**src/rtl/pe_stream_responder.sv**
```systemverilog
// pe_stream_responder: answers PE filter/input stream requests by reading the
// on-chip data buffer and streaming words over a valid/ready channel.
// Sequence per request: IDLE -> FILT (optional) -> INP (optional) -> DONE -> IDLE.
// A 2-entry skid FIFO absorbs the 1-cycle buffer read latency so the stream
// sustains one beat per cycle while the PE is ready.
// Optional macro STREAM_RESP_PERF_CNT_EN adds saturating stall/beat counters.
module pe_stream_responder #(
  parameter int DATA_W  = 32,
  parameter int ADDR_W  = 12,
  parameter int K_W     = 6,
  parameter int LAYER_W = 3,
  parameter int LEN_W   = 10
) (
  input  logic               clk,
  input  logic               rst,
  input  logic               req_filter_valid,
  input  logic [K_W-1:0]     req_filter_k,
  input  logic [LAYER_W-1:0] req_conv_layer,
  input  logic               req_input_valid,
  input  logic [ADDR_W-1:0]  cfg_filter_base,
  input  logic [LEN_W-1:0]   cfg_filter_words,
  input  logic [ADDR_W-1:0]  cfg_input_base,
  input  logic [LEN_W-1:0]   cfg_input_words,
  output logic               mem_rd_en,
  output logic [ADDR_W-1:0]  mem_rd_addr,
  input  logic [DATA_W-1:0]  mem_rd_data,
  output logic               strm_valid,
  input  logic               strm_ready,
  output logic [DATA_W-1:0]  strm_data,
  output logic               strm_is_filter,
  output logic               strm_last,
  output logic [LAYER_W-1:0] strm_layer,
  output logic               stream_filter_finish,
  output logic               stream_input_finish,
  output logic               busy
`ifdef STREAM_RESP_PERF_CNT_EN
  ,
  output logic [31:0]        perf_stall_cycles,
  output logic [31:0]        perf_beats
`endif
);

  typedef enum logic [1:0] {IDLE, FILT, INP, DONE} state_e;

  typedef struct packed {
    logic [DATA_W-1:0] data;
    logic              is_filt;
    logic              last;
  } beat_t;

  state_e              state_q, state_d;
  logic                lat_inp_q, lat_inp_d;
  logic [LAYER_W-1:0]  layer_q, layer_d;
  logic [ADDR_W-1:0]   inp_base_q, inp_base_d;
  logic [LEN_W-1:0]    inp_words_q, inp_words_d;
  logic [ADDR_W-1:0]   seg_addr_q, seg_addr_d;
  logic [LEN_W-1:0]    rd_left_q, rd_left_d;
  logic [LEN_W-1:0]    beat_left_q, beat_left_d;
  logic                fin_f_q, fin_f_d;
  logic                fin_i_q, fin_i_d;

  // one read may be in flight; its tags ride alongside until the data returns
  logic                infl_q, infl_filt_q, infl_last_q;

  beat_t               fifo_q [2];
  logic                wptr_q, rptr_q;
  logic [1:0]          cnt_q;
  beat_t               head;

  logic                seg_act, issue, xfer, seg_done;
  logic [1:0]          occ;
  logic [ADDR_W-1:0]   k_off, filt_addr;

  // k*words wraps mod 2^ADDR_W, so operands are sized to the address width
  assign k_off     = ADDR_W'(req_filter_k) * ADDR_W'(cfg_filter_words);
  assign filt_addr = cfg_filter_base + k_off;

  assign head       = fifo_q[rptr_q];
  assign strm_valid = (cnt_q != 2'd0);
  assign xfer       = strm_valid & strm_ready;
  assign seg_act    = (state_q == FILT) || (state_q == INP);

  // occupancy after this cycle's pop, counting the returning read; the pop
  // credit is what lets a new read issue every cycle under full throughput
  assign occ      = cnt_q + {1'b0, infl_q} - {1'b0, xfer};
  assign issue    = seg_act && (rd_left_q != '0) && (occ < 2'd2);
  assign seg_done = (beat_left_q == '0) || ((beat_left_q == LEN_W'(1)) && xfer);

  assign mem_rd_en            = issue;
  assign mem_rd_addr          = seg_addr_q;
  assign strm_data            = head.data;
  assign strm_is_filter       = strm_valid & head.is_filt;
  assign strm_last            = strm_valid & head.last;
  assign strm_layer           = layer_q;
  assign stream_filter_finish = fin_f_q;
  assign stream_input_finish  = fin_i_q;
  assign busy                 = (state_q != IDLE);

  // next-state: request latch, segment counters and sticky finish flags
  always_comb begin
    state_d     = state_q;
    lat_inp_d   = lat_inp_q;
    layer_d     = layer_q;
    inp_base_d  = inp_base_q;
    inp_words_d = inp_words_q;
    seg_addr_d  = seg_addr_q;
    rd_left_d   = rd_left_q;
    beat_left_d = beat_left_q;
    fin_f_d     = fin_f_q;
    fin_i_d     = fin_i_q;
    case (state_q)
      IDLE: begin
        if (req_filter_valid || req_input_valid) begin
          lat_inp_d   = req_input_valid;
          layer_d     = req_conv_layer;
          inp_base_d  = cfg_input_base;
          inp_words_d = cfg_input_words;
          if (req_filter_valid) begin
            state_d     = FILT;
            seg_addr_d  = filt_addr;
            rd_left_d   = cfg_filter_words;
            beat_left_d = cfg_filter_words;
          end else begin
            state_d     = INP;
            seg_addr_d  = cfg_input_base;
            rd_left_d   = cfg_input_words;
            beat_left_d = cfg_input_words;
          end
        end
      end
      FILT, INP: begin
        if (issue) begin
          seg_addr_d = seg_addr_q + 1'b1;
          rd_left_d  = rd_left_q - 1'b1;
        end
        if (xfer) beat_left_d = beat_left_q - 1'b1;
        // segment ends when its last beat leaves, so input reads never
        // overlap filter data in the FIFO
        if (seg_done) begin
          if (state_q == FILT) begin
            fin_f_d = 1'b1;
            if (lat_inp_q) begin
              state_d     = INP;
              seg_addr_d  = inp_base_q;
              rd_left_d   = inp_words_q;
              beat_left_d = inp_words_q;
            end else begin
              state_d = DONE;
            end
          end else begin
            fin_i_d = 1'b1;
            state_d = DONE;
          end
        end
      end
      DONE: begin
        if (!req_filter_valid && !req_input_valid) begin
          fin_f_d = 1'b0;
          fin_i_d = 1'b0;
          state_d = IDLE;
        end
      end
      default: state_d = IDLE;
    endcase
  end

  // control state registers
  always_ff @(posedge clk or negedge rst) begin
    if (!rst) begin
      state_q     <= IDLE;
      lat_inp_q   <= 1'b0;
      layer_q     <= '0;
      inp_base_q  <= '0;
      inp_words_q <= '0;
      seg_addr_q  <= '0;
      rd_left_q   <= '0;
      beat_left_q <= '0;
      fin_f_q     <= 1'b0;
      fin_i_q     <= 1'b0;
    end else begin
      state_q     <= state_d;
      lat_inp_q   <= lat_inp_d;
      layer_q     <= layer_d;
      inp_base_q  <= inp_base_d;
      inp_words_q <= inp_words_d;
      seg_addr_q  <= seg_addr_d;
      rd_left_q   <= rd_left_d;
      beat_left_q <= beat_left_d;
      fin_f_q     <= fin_f_d;
      fin_i_q     <= fin_i_d;
    end
  end

  // in-flight read tracking and skid FIFO push/pop
  always_ff @(posedge clk or negedge rst) begin
    if (!rst) begin
      infl_q      <= 1'b0;
      infl_filt_q <= 1'b0;
      infl_last_q <= 1'b0;
      wptr_q      <= 1'b0;
      rptr_q      <= 1'b0;
      cnt_q       <= 2'd0;
      for (int i = 0; i < 2; i++) fifo_q[i] <= '0;
    end else begin
      infl_q      <= issue;
      infl_filt_q <= (state_q == FILT);
      infl_last_q <= (rd_left_q == LEN_W'(1));
      if (infl_q) begin
        fifo_q[wptr_q] <= '{data: mem_rd_data, is_filt: infl_filt_q, last: infl_last_q};
        wptr_q         <= ~wptr_q;
      end
      if (xfer) rptr_q <= ~rptr_q;
      cnt_q <= cnt_q + {1'b0, infl_q} - {1'b0, xfer};
    end
  end

`ifdef STREAM_RESP_PERF_CNT_EN
  // saturating stall and beat counters, cleared by reset only
  always_ff @(posedge clk or negedge rst) begin
    if (!rst) begin
      perf_stall_cycles <= '0;
      perf_beats        <= '0;
    end else begin
      if (strm_valid && !strm_ready && (perf_stall_cycles != '1))
        perf_stall_cycles <= perf_stall_cycles + 1'b1;
      if (xfer && (perf_beats != '1))
        perf_beats <= perf_beats + 1'b1;
    end
  end
`endif

endmodule

```
**config.mk**
```make
export PLATFORM = sky130hd
export DESIGN_NAME = pe_stream_responder
export DESIGN_NICKNAME = d
export VERILOG_FILES = /design/src/rtl/pe_stream_responder.sv
export SDC_FILE = /design/constraint.sdc
export NUM_CORES = 1
export LEC_CHECK = 0
export BUFFER_PORTS_ARGS = -buffer_cell sky130_fd_sc_hd__buf_2
export CAP_MARGIN = 5
export CORE_MARGIN = 5
export CORE_UTILIZATION = 60
export CTS_CLUSTER_SIZE = 8
export DETAILED_ROUTE_END_ITERATION = 10
export PLACE_DENSITY = 0.85
export SLEW_MARGIN = 20
export SYNTH_ARGS = -nofsm -noshare
export SYNTH_HDL_FRONTEND = slang
export SYNTH_SLANG_ARGS = --single-unit
```
**constraint.sdc**
```tcl
create_clock -name clk -period 6.2 [get_ports clk]
set_input_delay 1.86 -clock clk [delete_from_list [all_inputs] [get_ports clk]]
set_output_delay 1.86 -clock clk [all_outputs]
set_load 0.02 [all_outputs]
```
# After elaboration in Yosys (flattened, before gate mapping)

Cells that the tools add are included.

Add/sub/neg operators: 6
Multiply operators: 1
Divide/modulo/power cells: 0
Magnitude comparators: 4
Equality and inequality tests: 10
Shifts and indexed selects: 0
Multiplexer cells: 39
Bitwise operators: 7
Reductions and logical operators: 23

Operators by type and width:

| cell                    | count |
|---|---|
| $mux W34                | 4 |
| $mux W10                | 10 |
| $mux W12                | 6 |
| $bwmux W68              | 1 |
| $pmux W10 S2            | 2 |
| $demux W34 S1           | 1 |
| $pmux W12 S2            | 1 |
| $eq A10 B1 Y1 const B   | 2 |
| $sub A10 B1 Y10 const B | 2 |
| $add A12 B1 Y12 const B | 1 |
| $add A12 B12 Y12        | 1 |
| $mul A6 B10 Y12         | 1 |
| $logic_not A10 Y1       | 1 |
| $mux W2                 | 5 |
| $ne A2 B2 Y1 const B    | 5 |
| $reduce_bool A10 Y1     | 1 |
| $reduce_and A4 Y1       | 2 |
| $reduce_bool A2 Y1      | 4 |
| $mux W1                 | 6 |
| $pmux W2 S3             | 1 |
| $logic_and A1 B1 Y1     | 5 |
| $eq A2 B2 Y1 const B    | 2 |
| $ge A2 B2 Y1 const B    | 2 |
| $not A1 Y2              | 2 |
| 14 further kinds        | 22 |

Register bits after elaboration: 137
Bits in latches: 0
RAM bits: 0
Bits in read-only memories: 0
Output and inout port bits: 54
Memories: 0

# Logic depth before layout (Yosys ltp)

Gate-level depths: netlist (run 1).

Depth in word-level cells: 10
Depth in mapped cells: 17

# Worst setup path before layout (run 1)

OpenSTA, ideal clock, no wires.

Kind: input to register
Start point: input port cfg_filter_words[3]
End point: register seg_addr_q[9] (netlist: mem_rd_addr[9])
Library setup time: 0.140 ns
Data arrival time: 5.701 ns
Data required time: 6.060 ns
Path slack: 0.359 ns
Stages on the path: 17
Path buffers: 0
Cell sequence: and2_1 fa_1 inv_1 fa_1 inv_1 fa_1 inv_1 fa_1 inv_1 ha_1 a21o_1 a21oi_1 o21ai_1 a21o_1 a311oi_1 o32a_1 a211oi_2

Word-level cells in the longest chain between the ends: 5

RTL lines:

| what                   | line | text |
|---|---|---|
| start: declaration     | 21   | `input logic [LEN_W-1:0] cfg_filter_words,` |
| $mul A6 B10 Y12        | 75   | `assign k_off = ADDR_W'(req_filter_k) * ADDR_W'(cfg_filter_words);` |
| $add A12 B12 Y12       | 76   | `assign filt_addr = cfg_filter_base + k_off;` |
| $mux W12               | 118  | `if (req_filter_valid) begin` |
| $mux W12               | 113  | `if (req_filter_valid \|\| req_input_valid) begin` |
| $pmux W12 S2           | 111  | `case (state_q)` |
| end signal: assignment | 186  | `seg_addr_q <= seg_addr_d;` |
| end: declaration       | 56   | `logic [ADDR_W-1:0] seg_addr_q, seg_addr_d;` |

Every way passes these cells. The select of a mux whose other input is x is not followed.
A chain may end at the register's enable or synchronous reset.

# Worst setup path after layout (run 1)

Same ends and word-level chain as after synthesis.

==> reports/qor.json, run 1 <==
{
  "status": "finished, final reports clean",
  "syn_area_per_cell_um2": 10.71,
  "clock_tree.htree_level_count": 4,
  "synth.yosys.seq_area_share_pct": 38.74,
  "stdcell_area_um2": 10490,
  "dieWidth_um": 131.4,
  "place.gp.congestion": 0.9479,
  "grt_use_total_pct": 24.94,
  "die_y_um": 131.4,
  "critical_path_required_ns": 6.53,
  "cts_repair_resize_count": 0,
  "rows": 44,
  "post_synth_main_area_contributors": "sky130_fd_sc_hd__dfrtp_1 (39%), sky130_fd_sc_hd__mux2_2 (16%), sky130_fd_sc_hd__fa_1 (8.1%)",
  "cts_hold_repair.buffers": 0,
  "cell_with_the_most_instances_after_synthesis": "sky130_fd_sc_hd__dfrtp_1",
  "die-area_um2": 17280,
  "drt-total-wl_um": 21520,
  "tritoncts_num_sinks": 137,
  "synth.cell_area_um2": 8850,
  "core_um2": 14480,
  "post_synth_inst_count": 826,
  "worst_hold_check_path_type": "reg -> reg",
  "maximum_number_of_pins_on_one_net_before_global_route_repair": 89,
  "starting_density_of_the_core_pct": 61.12,
  "irDropWorstVdd_v": 0.0003507,
  "min_period_ns": 5.832,
  "synth-edff-count": 0,
  "timing.critical_path.max_delay_family": "adder cells",
  "n_antenna_cell": 0,
  "critPathSlowestCell": "sky130_fd_sc_hd__fa_1",
  "post_cts_setup_repair_buffer_count": 0,
  "yosys.cell_types.count": 68,
  "slew_headroom_pct": 31.94,
  "yosys-top-cells-count": "sky130_fd_sc_hd__dfrtp_1 (137), sky130_fd_sc_hd__mux2_2 (124), sky130_fd_sc_hd__inv_1 (61)",
  "antenna_violations_before_repair": 1,
  "critPathMaxFanout": 6,
  "clockBufferDepth": 2,
  "yosys.area.top_type_share_pct": 38.74,
  "cp-start-kind": "primary input",
  "max_cap_check_violation_count": 0,
  "worst_slew_pin_tran_ns": 1.019,
  "setup.worst_path.end_class": "flip-flop",
  "finalHoldViolations": 0,
  "postSynthNetCount": 984,
  "number_of_buffers_added_on_ports": 143,
  "critical_path.cell_chain": "buf_2, and2_1, fa_1, inv_1, fa_1, inv_1, fa_1, inv_1, fa_1, inv_1, ha_1, a21o_1, a21oi_1, o21ai_1, a2111oi_0, a311oi_1, o32a_1, a211oi_2",
  "max_freq_ghz": 0.1715,
  "synth_seq_cells": 137,
  "async_reset_ff_share_pct": 100.0,
  "place_area_um2": 9786,
  "antenna_left": 0,
  "combined_buffer_and_inverter_count_along_the_critical_path": 5,
  "dr_total_vias": 6903,
  "post_route_cells_drive_above_1_share_pct": 34.01,
  "setup_skew_after_layout_ns": 0.01150,
  "grt_pass1_vias": 7172,
  "remaining_drc_errors": 0,
  "setup_tns_ns": 0,
  "clock-root-buffer": "sky130_fd_sc_hd__clkbuf_16",
  "final-max-slew-violation-count": 0,
  "first_iter_violations": 522,
  "timing.setup.critical_path_class": "in -> reg",
  "cp_slowest_stage_delay_ns": 0.54,
  "clk_latency_ns": 0.42,
  "grt_remaining_overflow": 0,
  "rsz0062_at_grt": "false",
  "cts.clk_slew.worst_paths_ns": 0.06,
  "synth_area_leader_cell": "sky130_fd_sc_hd__dfrtp_1",
  "area_growth_syn_to_layout_pct": 18.55,
  "cts_tree": "yes",
  "cts-buffers-inserted": 17,
  "setup-violations-final": 0,
  "boundaryPins": 144,
  "via_per_inst": 5.920,
  "static-leakage-power_uw": 0.004878,
  "yosysWarnings": 0,
  "detail_route.first_pass.iterations": 5,
  "cp.arrival_ns": 6.16,
  "power_density_nw_per_um2": 605.2,
  "nNetsFinal": 1127,
  "global_route_wire_length_before_repair_um": 35760,
  "routed_wire_length_per_instance_um": 18.46,
  "final_min_period_over_clock_period_pct": 94.07,
  "place.detailed.hpwl_um": 15720,
  "synth_flop_cell": "sky130_fd_sc_hd__dfrtp_1"
}
-- flip-flops by register name, indices dropped and copies added, names as in the netlist --
name / count
fifo_q: 68
inp_base_q: 12
mem_rd_addr: 12
beat_left_q: 10
inp_words_q: 10
rd_left_q: 10
strm_layer: 3
cnt_q: 2
state_q: 2
infl_filt_q: 1
infl_last_q: 1
infl_q: 1
lat_inp_q: 1
rptr_q: 1
stream_filter_finish: 1
stream_input_finish: 1
wptr_q: 1
-- layer usage --
metal / GRT usage (%) / part of all wire (%)
met4: 8.114 / 1.8
met2: 40.66 / 48
met3: 5.084 / 6.9
met5: 0 / 0.051
met1: 33.69 / 43
-- report_power, final --
group | leakage [µW] | internal (µW) | switching, µW
Sequential | 0.00161 | 1360 | 333
Clock | 0.000343 | 812 | 390
Combinational | 0.00293 | 1520 | 1920
Total | 0.00488 | 3700 | 2650
-- layout make-up --
cell class                      instances  area (µm²)
Multi-Input combinational cell        589        5037
Fill cell                            1074        3988
Sequential cell                       137        3428
Timing Repair Buffer                  160       849.6
Clock buffer                           19       442.9
Clock inverter                         13       262.8
Inverter                               64       240.2
Tap cell                              184       230.2
-- cells by family (layout without fill, tap and decap cells) --
kind of cell | after synthesis | after routing | synth area share, %
xor gates and xnor gates | 21 | 21 | 2.248
and+or+nand+nor | 180 | 180 | 10.73
buffers and inverters | 100 | 256 | 4.468
muxes | 142 | 142 | 17.81
DFF | 137 | 137 | 38.74
AOI/OAI and AO/OA | 178 | 178 | 13.33
adders and majority gates | 68 | 68 | 12.67
-- placed cells by master, fill, tap and decap left out, types with 3 or more instances in the layout --
master | Yosys | final
sky130_fd_sc_hd__mux2_2 | 124 | 124
sky130_fd_sc_hd__o21ai_1 | 8 | 8
sky130_fd_sc_hd__nand2_1 | 49 | 49
sky130_fd_sc_hd__buf_4 | 1 | 17
sky130_fd_sc_hd__o31ai_1 | 3 | 3
sky130_fd_sc_hd__o22a_1 | 19 | 19
sky130_fd_sc_hd__mux2i_1 | 18 | 18
sky130_fd_sc_hd__or3_1 | 5 | 5
sky130_fd_sc_hd__dfrtp_1 | 137 | 137
sky130_fd_sc_hd__a21o_1 | 4 | 4
sky130_fd_sc_hd__and2_1 | 46 | 46
sky130_fd_sc_hd__ha_1 | 32 | 32
sky130_fd_sc_hd__a221o_1 | 3 | 3
sky130_fd_sc_hd__bufinv_16 | 0 | 7
sky130_fd_sc_hd__a31oi_1 | 16 | 16
sky130_fd_sc_hd__o22ai_1 | 4 | 4
sky130_fd_sc_hd__inv_6 | 0 | 3
sky130_fd_sc_hd__clkinv_4 | 0 | 3
sky130_fd_sc_hd__nor2_1 | 32 | 32
sky130_fd_sc_hd__xnor2_1 | 13 | 13
sky130_fd_sc_hd__a21oi_1 | 40 | 40
sky130_fd_sc_hd__inv_1 | 61 | 61
sky130_fd_sc_hd__o31a_1 | 6 | 6
sky130_fd_sc_hd__clkbuf_16 | 0 | 17
sky130_fd_sc_hd__xor2_1 | 7 | 7
sky130_fd_sc_hd__o211ai_1 | 5 | 5
sky130_fd_sc_hd__nor4_1 | 6 | 6
sky130_fd_sc_hd__nor3_1 | 10 | 10
sky130_fd_sc_hd__and3_1 | 4 | 4
sky130_fd_sc_hd__o21ai_0 | 41 | 41
sky130_fd_sc_hd__a211oi_1 | 3 | 3
sky130_fd_sc_hd__nand3_1 | 8 | 8
sky130_fd_sc_hd__nor2b_1 | 5 | 4
sky130_fd_sc_hd__buf_2 | 13 | 142
sky130_fd_sc_hd__fa_1 | 36 | 36
-- metrics by stage --
| stage | power [µW] | hold slack (ns) | utilization, % | setup WS (ns) | std cells |
|---|---|---|---|---|---|
| final | 6350 | 0.4753 | 72.46 | 0.3678 | 1166 |
| after global routing | 6774 | 0.4976 | 72.46 | 0.03841 | 1166 |
| after CTS | 6351 | 0.4811 | 72.46 | 0.3825 | 1166 |
| after detailed placement | 5104 | 0.4694 | 67.59 | -0.04587 | 1134 |
| after global placement | 4967 | 0.4615 | 67.59 | 0.07741 | 1134 |
| after floorplan | 4179 | 0.4380 | - | 0.3587 | 826 |
-- path summary, 6_finish.rpt --
kind                                      from        endpoint  slack [ns]  cells after the start
max                        cfg_filter_words[3]  mem_rd_addr[9]        0.37                     18
max reg2reg                           cnt_q[1]  mem_rd_addr[6]        2.97                     13
min reg2reg                             rptr_q          rptr_q        0.48                      1
max in group asynchronous                  rst  beat_left_q[8]        3.53                      2
min in group asynchronous                  rst      fifo_q[31]        1.50                      1
min                                     rptr_q          rptr_q        0.48                      1
(Power assumes the default switching activity.)
==> run 2: changes to the inputs <==
--- a/config.mk
+++ b/config.mk
@@ -7,7 +7,6 @@
 export LEC_CHECK = 0
 export BUFFER_PORTS_ARGS = -buffer_cell sky130_fd_sc_hd__buf_2
 export CAP_MARGIN = 5
-export CORE_MARGIN = 5
 export CORE_UTILIZATION = 60
 export CTS_CLUSTER_SIZE = 8
 export DETAILED_ROUTE_END_ITERATION = 10
==> run 2 against run 1 <==
Effect of this change:
- sequential power barely moved
- first-iteration DRC count rose by 16%
- worst hold slack improved by 0.0016 ns
- power fell by 4.2%
- non-clock buffer count rose by 1
- clock-buffer cell count fell by 1
- register-to-register slack improved by 0.07 ns
- sequential share of layout area rose by 0.39 points
- clock power fell by 19%
- sequential cell count did not move
- clock skew fell by 0.00072 ns
- critical path type unchanged
==> reports/qor.json, run 2 (synthesized netlist as in run 1, its figures left out) <==
{
  "status": "finished, final reports clean",
  "antenna_left": 0,
  "rsz0062_at_grt": "false",
  "grt_use_total_pct": 27.17,
  "dieWidth_um": 123.4,
  "cts_tree": "yes",
  "core_um2": 14480,
  "static-leakage-power_uw": 0.004820,
  "remaining_drc_errors": 0,
  "endpoint": "mem_rd_addr[9]",
  "drt-total-wl_um": 20080,
  "irDropWorstVdd_v": 0.0003356,
  "die_y_um": 123.4,
  "place.detailed.hpwl_um": 14630,
  "cp_slowest_stage_delay_ns": 0.53,
  "antenna_violations_before_repair": 1,
  "setup.worst_path.end_class": "flip-flop",
  "first_iter_violations": 607,
  "clockBufferDepth": 2,
  "clock-root-buffer": "sky130_fd_sc_hd__clkbuf_16",
  "multi_input_comb_area_um2": 5032,
  "seq_area_um2": 3428,
  "number_of_buffers_added_on_ports": 143,
  "cts.clk_slew.worst_paths_ns": 0.06,
  "max_cap_check_violation_count": 0,
  "slew_headroom_pct": 33.48,
  "utilization_pct": 71.61,
  "max_freq_ghz": 0.1726,
  "timing.hold.ws_ns": 0.4769,
  "worst_slew_pin_tran_ns": 0.9912,
  "grt_remaining_overflow": 0,
  "rr_startpoint": "cnt_q[0]",
  "cts_repair_resize_count": 0,
  "min_period_ns": 5.795,
  "setup_tns_ns": 0,
  "cp.arrival_ns": 6.12,
  "via_per_inst": 5.943,
  "layout_common_cells": "sky130_fd_sc_hd__buf_2 (142), sky130_fd_sc_hd__dfrtp_1 (137), sky130_fd_sc_hd__mux2_2 (124), sky130_fd_sc_hd__inv_1 (61), sky130_fd_sc_hd__nand2_1 (49)",
  "finalHoldViolations": 0,
  "boundaryPins": 144,
  "r2r.worst_path.cells": 13,
  "clock_tree.htree_level_count": 4,
  "layout.cells.most_common": "sky130_fd_sc_hd__buf_2",
  "critPathSlowestCell": "sky130_fd_sc_hd__fa_1",
  "starting_density_of_the_core_pct": 61.12,
  "grt_pass1_vias": 6773,
  "critPathMaxFanout": 6,
  "worst_hold_check_path_type": "reg -> reg",
  "critical_path_required_ns": 6.53,
  "detail_route.first_pass.iterations": 5,
  "routed_wire_length_per_instance_um": 17.19,
  "die-area_um2": 15240,
  "cts_hold_repair.buffers": 0,
  "setup_skew_after_layout_ns": 0.01078,
  "setup-violations-final": 0,
  "regToRegEndpoint": "mem_rd_addr[10]",
  "fillers": 1028,
  "cp-start-kind": "primary input",
  "cts-buffers-inserted": 17,
  "area_growth_syn_to_layout_pct": 17.16,
  "nNetsFinal": 1128,
  "final_min_period_over_clock_period_pct": 93.46,
  "final-max-slew-violation-count": 0,
  "place.gp.congestion": 0.8528,
  "power_density_nw_per_um2": 586.7,
  "rows": 44,
  "post_route_cells_drive_above_1_share_pct": 34.18,
  "tritoncts_num_sinks": 137,
  "timing.setup.critical_path_class": "in -> reg",
  "critical_path.cell_chain": "buf_2, and2_1, fa_1, inv_1, fa_1, inv_1, fa_1, inv_1, fa_1, inv_1, ha_1, a21o_1, a21oi_1, o21ai_1, a2111oi_0, a311oi_1, o32a_1, a211oi_2",
  "clk_latency_ns": 0.41,
  "maximum_number_of_pins_on_one_net_before_global_route_repair": 94,
  "reg2reg_setup_slack_ns": 3.04,
  "register_bank_with_the_most_flops": "fifo_q",
  "dr_total_vias": 6941,
  "global_route_wire_length_before_repair_um": 32210,
  "largest_register_ff_count": 68,
  "post_cts_setup_repair_buffer_count": 0,
  "critPathLaunch": "cfg_filter_words[3]"
}
## run 2: power by group
part | switching, µW | leakage, µW | internal, µW
logic | 1900 | 0.00293 | 1520
clock network | 403 | 0.000282 | 573
registers | 321 | 0.00161 | 1360
total | 2620 | 0.00482 | 3460
## run 2: worst min path at each step
stage                     depth (start not counted)         end  slack (ns)  startpoint
after global routing                              1  fifo_q[55]        0.52  fifo_q[55]
after CTS                                         2   lat_inp_q        0.48   lat_inp_q
after global placement                            1      rptr_q        0.46      rptr_q
final                                             2   lat_inp_q        0.48   lat_inp_q
after detailed placement                          1      rptr_q        0.47      rptr_q
after floorplan                                   2   lat_inp_q        0.44   lat_inp_q
## run 2: worst max-delay path: cells and delay by family
| kind | cells | cell delay (ns) |
|---|---|---|
| buffers and inverters | 5 | 0.29 |
| and+or+nand+nor | 1 | 0.16 |
| AOI/OAI and AO/OA | 7 | 1.41 |
| adders and majority gates | 5 | 2.37 |
## run 2: through the flow
| step | power [µW] | cells | setup WS (ns) | cell area, µm² |
|---|---|---|---|---|
| final | 6083 | 1168 | 0.4052 | 10370 |
| after global routing | 6529 | 1167 | 0.2259 | 10370 |
| after CTS | 6083 | 1167 | 0.4325 | 10370 |
| after detailed placement | 5063 | 1135 | 0.01034 | 9788 |
| after global placement | 4945 | 1135 | 0.08997 | 9788 |
| after floorplan | 4179 | 826 | 0.3587 | 8850 |
## run 2: routing by layer
| metal | track usage [%] | wire [µm] | share of wire, % | up-vias |
|---|---|---|---|---|
| li1 | - | - | - | 3219 |
| met3 | 5.166 | 1316 | 6.6 | 48 |
| met5 | 0 | 0 | 0 | - |
| met1 | 35.53 | 8608 | 43 | 3372 |
| met2 | 45.18 | 9661 | 48 | 302 |
| met4 | 9.488 | 493 | 2.5 | 0 |
## run 2: area by class of cell
| cell class | count | share of cell area [%] |
|---|---|---|
| diodes | 1 | 0.02413 |
| clock buffers | 18 | 4.236 |
| clock inverters | 14 | 1.339 |
| inverters | 64 | 2.317 |
| multi-input cells | 589 | 48.53 |
| flip-flops and latches | 137 | 33.06 |
| well taps | 184 | 2.220 |
| repair buffers | 161 | 8.266 |
==> run 3: changes to the inputs <==
--- a/config.mk
+++ b/config.mk
@@ -7,10 +7,10 @@
 export LEC_CHECK = 0
 export BUFFER_PORTS_ARGS = -buffer_cell sky130_fd_sc_hd__buf_2
 export CAP_MARGIN = 5
-export CORE_UTILIZATION = 60
+export CORE_UTILIZATION = 58
 export CTS_CLUSTER_SIZE = 8
 export DETAILED_ROUTE_END_ITERATION = 10
-export PLACE_DENSITY = 0.85
+export PLACE_DENSITY = 0.83
 export SLEW_MARGIN = 20
 export SYNTH_ARGS = -nofsm -noshare
 export SYNTH_HDL_FRONTEND = slang
==> constraint.sdc (replaced) <==
create_clock -name clk -period 6.3 [get_ports clk]
set_input_delay 1.89 -clock clk [delete_from_list [all_inputs] [get_ports clk]]
set_output_delay 1.89 -clock clk [all_outputs]
set_load 0.02 [all_outputs]
==> run 3 against run 2 <==
Effect of this change:
- the flow now finishes with violations (DRC)
- global-route usage hardly changed
- non-clock buffer count is 6 lower
- sequential power hardly changed
- worst setup slack better by 0.046 ns
- critical path type unchanged
- highest routed layer unchanged
==> reports/qor.json, run 3 (synthesized netlist as in run 1, its figures left out) <==
{
  "final_critical_path_setup_slack_ns": 0.4512,
  "global_route_wire_length_before_repair_um": 34150,
  "grt_use_total_pct": 27.19,
  "clock_tree.htree_level_count": 4,
  "layout_common_cells": "sky130_fd_sc_hd__buf_2 (142), sky130_fd_sc_hd__dfrtp_1 (137), sky130_fd_sc_hd__mux2_2 (124), sky130_fd_sc_hd__inv_1 (61), sky130_fd_sc_hd__nand2_1 (49)",
  "status": "finished with violations",
  "setup_tns_ns": 0,
  "place.detailed.hpwl_um": 14670,
  "fillers": 1073,
  "cts_hold_repair.buffers": 0,
  "dr_total_vias": 6826,
  "boundaryPins": 144,
  "remaining_drc_errors": 30,
  "place.gp.congestion": 0.8690,
  "largest_register_ff_count": 68,
  "internal_power_uw": 3429,
  "share_comb_of_total_power_pct": 55.8,
  "cts-buffers-inserted": 17,
  "critical_path_required_ns": 6.63,
  "register_bank_with_the_most_flops": "fifo_q",
  "failed_checks": "DRC",
  "irDropWorstVdd_v": 0.0002935,
  "min_period_ns": 5.849,
  "pwr-share-clk_pct": 16.3,
  "antenna_violations_before_repair": 1,
  "switchingPower_uw": 2556,
  "maximum_number_of_pins_on_one_net_before_global_route_repair": 98,
  "tritoncts_num_sinks": 137,
  "rows": 44,
  "cts_tree": "yes",
  "post_route_cells_drive_above_1_share_pct": 33.47,
  "nNetsFinal": 1122,
  "clockBufferDepth": 2,
  "starting_density_of_the_core_pct": 60.21,
  "dieWidth_um": 125.5,
  "setup_skew_after_layout_ns": 0.007188,
  "core_um2": 14700,
  "place_area_um2": 9743,
  "static-leakage-power_uw": 0.004786,
  "setup-violations-final": 0,
  "cts.clk_slew.worst_paths_ns": 0.06,
  "layout.cells.most_common": "sky130_fd_sc_hd__buf_2",
  "detail_route.first_pass.iterations": 9,
  "first_iter_violations": 687,
  "cts_repair_resize_count": 0,
  "max_freq_ghz": 0.1710,
  "drt-total-wl_um": 20370,
  "total_power_uw": 5985,
  "cp-start-kind": "primary input",
  "via_per_inst": 5.874,
  "timing.setup.critical_path_class": "in -> reg",
  "finalHoldViolations": 0,
  "antenna_left": 0,
  "cp.arrival_ns": 6.18,
  "routed_wire_length_per_instance_um": 17.53,
  "final-max-slew-violation-count": 0,
  "utilization_pct": 70.27,
  "critPathMaxFanout": 10,
  "switching_share_pct": 42.71,
  "grt_pass1_vias": 6860,
  "area_growth_syn_to_layout_pct": 16.71,
  "slew_headroom_pct": 41.49,
  "rsz0062_at_grt": "false",
  "stdcell_area_um2": 10330,
  "worst_hold_check_path_type": "reg -> reg",
  "grt_remaining_overflow": 0,
  "number_of_buffers_added_on_ports": 143,
  "die-area_um2": 15760,
  "post_cts_setup_repair_buffer_count": 0,
  "final_min_period_over_clock_period_pct": 92.84,
  "max_cap_check_violation_count": 0,
  "seqPwrFrac_pct": 27.9,
  "die_y_um": 125.5,
  "clk_latency_ns": 0.42,
  "setup.worst_path.end_class": "flip-flop",
  "clock-root-buffer": "sky130_fd_sc_hd__clkbuf_16",
  "power_density_nw_per_um2": 579.5,
  "placement.setup.worst_slack_ns": 0.06078,
  "worst_slew_pin_tran_ns": 0.8776
}
[run 3: cell count changes in the layout (fill, tap and decap cells not counted)]
cell | previous run | this run
sky130_fd_sc_hd__clkinvlp_4 | 2 | 3
sky130_fd_sc_hd__inv_8 | 2 | 0
sky130_fd_sc_hd__inv_6 | 4 | 1
sky130_fd_sc_hd__clkinv_4 | 3 | 2
sky130_fd_sc_hd__clkbuf_1 | 0 | 3
sky130_fd_sc_hd__clkbuf_8 | 1 | 2
sky130_fd_sc_hd__bufinv_16 | 1 | 2
sky130_fd_sc_hd__buf_4 | 18 | 12
[run 3: path summary, 6_finish.rpt]
kind	cells past startpoint	to	slack, ns	start
hold / removal	2	lat_inp_q	0.47	lat_inp_q
min in group asynchronous	1	fifo_q[65]	1.55	rst
max in group asynchronous	2	mem_rd_addr[10]	3.66	rst
hold reg to reg	2	lat_inp_q	0.47	lat_inp_q
setup reg to reg	9	rd_left_q[5]	2.79	state_q[0]
setup / recovery	18	mem_rd_addr[9]	0.45	req_filter_k[2]
[run 3: power by group through the flow]
stage | clock (µW) | sequential (µW) | combinational [µW]
4_1_cts | 995 | 1660 | 3330
5_1_grt | 1030 | 1730 | 3660
3_3_place_gp | 0 | 1640 | 3220
2_1_floorplan | 0 | 1640 | 2470
3_5_place_dp | 0 | 1670 | 3300
6_report | 977 | 1670 | 3340
[run 3: worst max-delay path, cell delays in order]
cell	delay, ns
sky130_fd_sc_hd__buf_2	0.15
sky130_fd_sc_hd__and2_1	0.16
sky130_fd_sc_hd__fa_1	0.54
sky130_fd_sc_hd__inv_1	0.06
sky130_fd_sc_hd__fa_1	0.47
sky130_fd_sc_hd__inv_1	0.05
sky130_fd_sc_hd__fa_1	0.53
sky130_fd_sc_hd__inv_1	0.05
sky130_fd_sc_hd__fa_1	0.50
sky130_fd_sc_hd__inv_1	0.04
sky130_fd_sc_hd__ha_1	0.34
sky130_fd_sc_hd__a21o_1	0.18
sky130_fd_sc_hd__a21oi_1	0.14
sky130_fd_sc_hd__o21ai_1	0.15
sky130_fd_sc_hd__a2111oi_0	0.44
sky130_fd_sc_hd__a311oi_1	0.13
sky130_fd_sc_hd__o32a_1	0.21
sky130_fd_sc_hd__a211oi_2	0.13
[run 3: through the flow]
| stage | cells | hold slack [ns] |
|---|---|---|
| CTS | 1161 | 0.4741 |
| detailed placement | 1129 | 0.4613 |
| finish | 1162 | 0.4732 |
| global route | 1161 | 0.4964 |
| global placement | 1129 | 0.4602 |
| floorplan | 826 | 0.4380 |
[run 3: metal layers]
metal | routed length [µm] | vias up | global-route usage [%]
met3 | 1401 | 24 | 5.905
met5 | 0 | - | 0
met4 | 317 | 0 | 8.537
met2 | 9696 | 261 | 43.56
li1 | - | 3201 | -
met1 | 8953 | 3340 | 36.98
[run 3: layout make-up]
class                      instances  area, µm²  share of cell area, %
multi-input combinational        589       5032                  48.72
sequential                       137       3428                  33.19
timing repair buffer             155      812.0                  7.862
clock buffer                      22      464.2                  4.494
inverter                          64      240.2                  2.326
tap                              184      230.2                  2.229
clock inverter                    10      118.9                  1.151
antenna                            1      2.502                0.02423
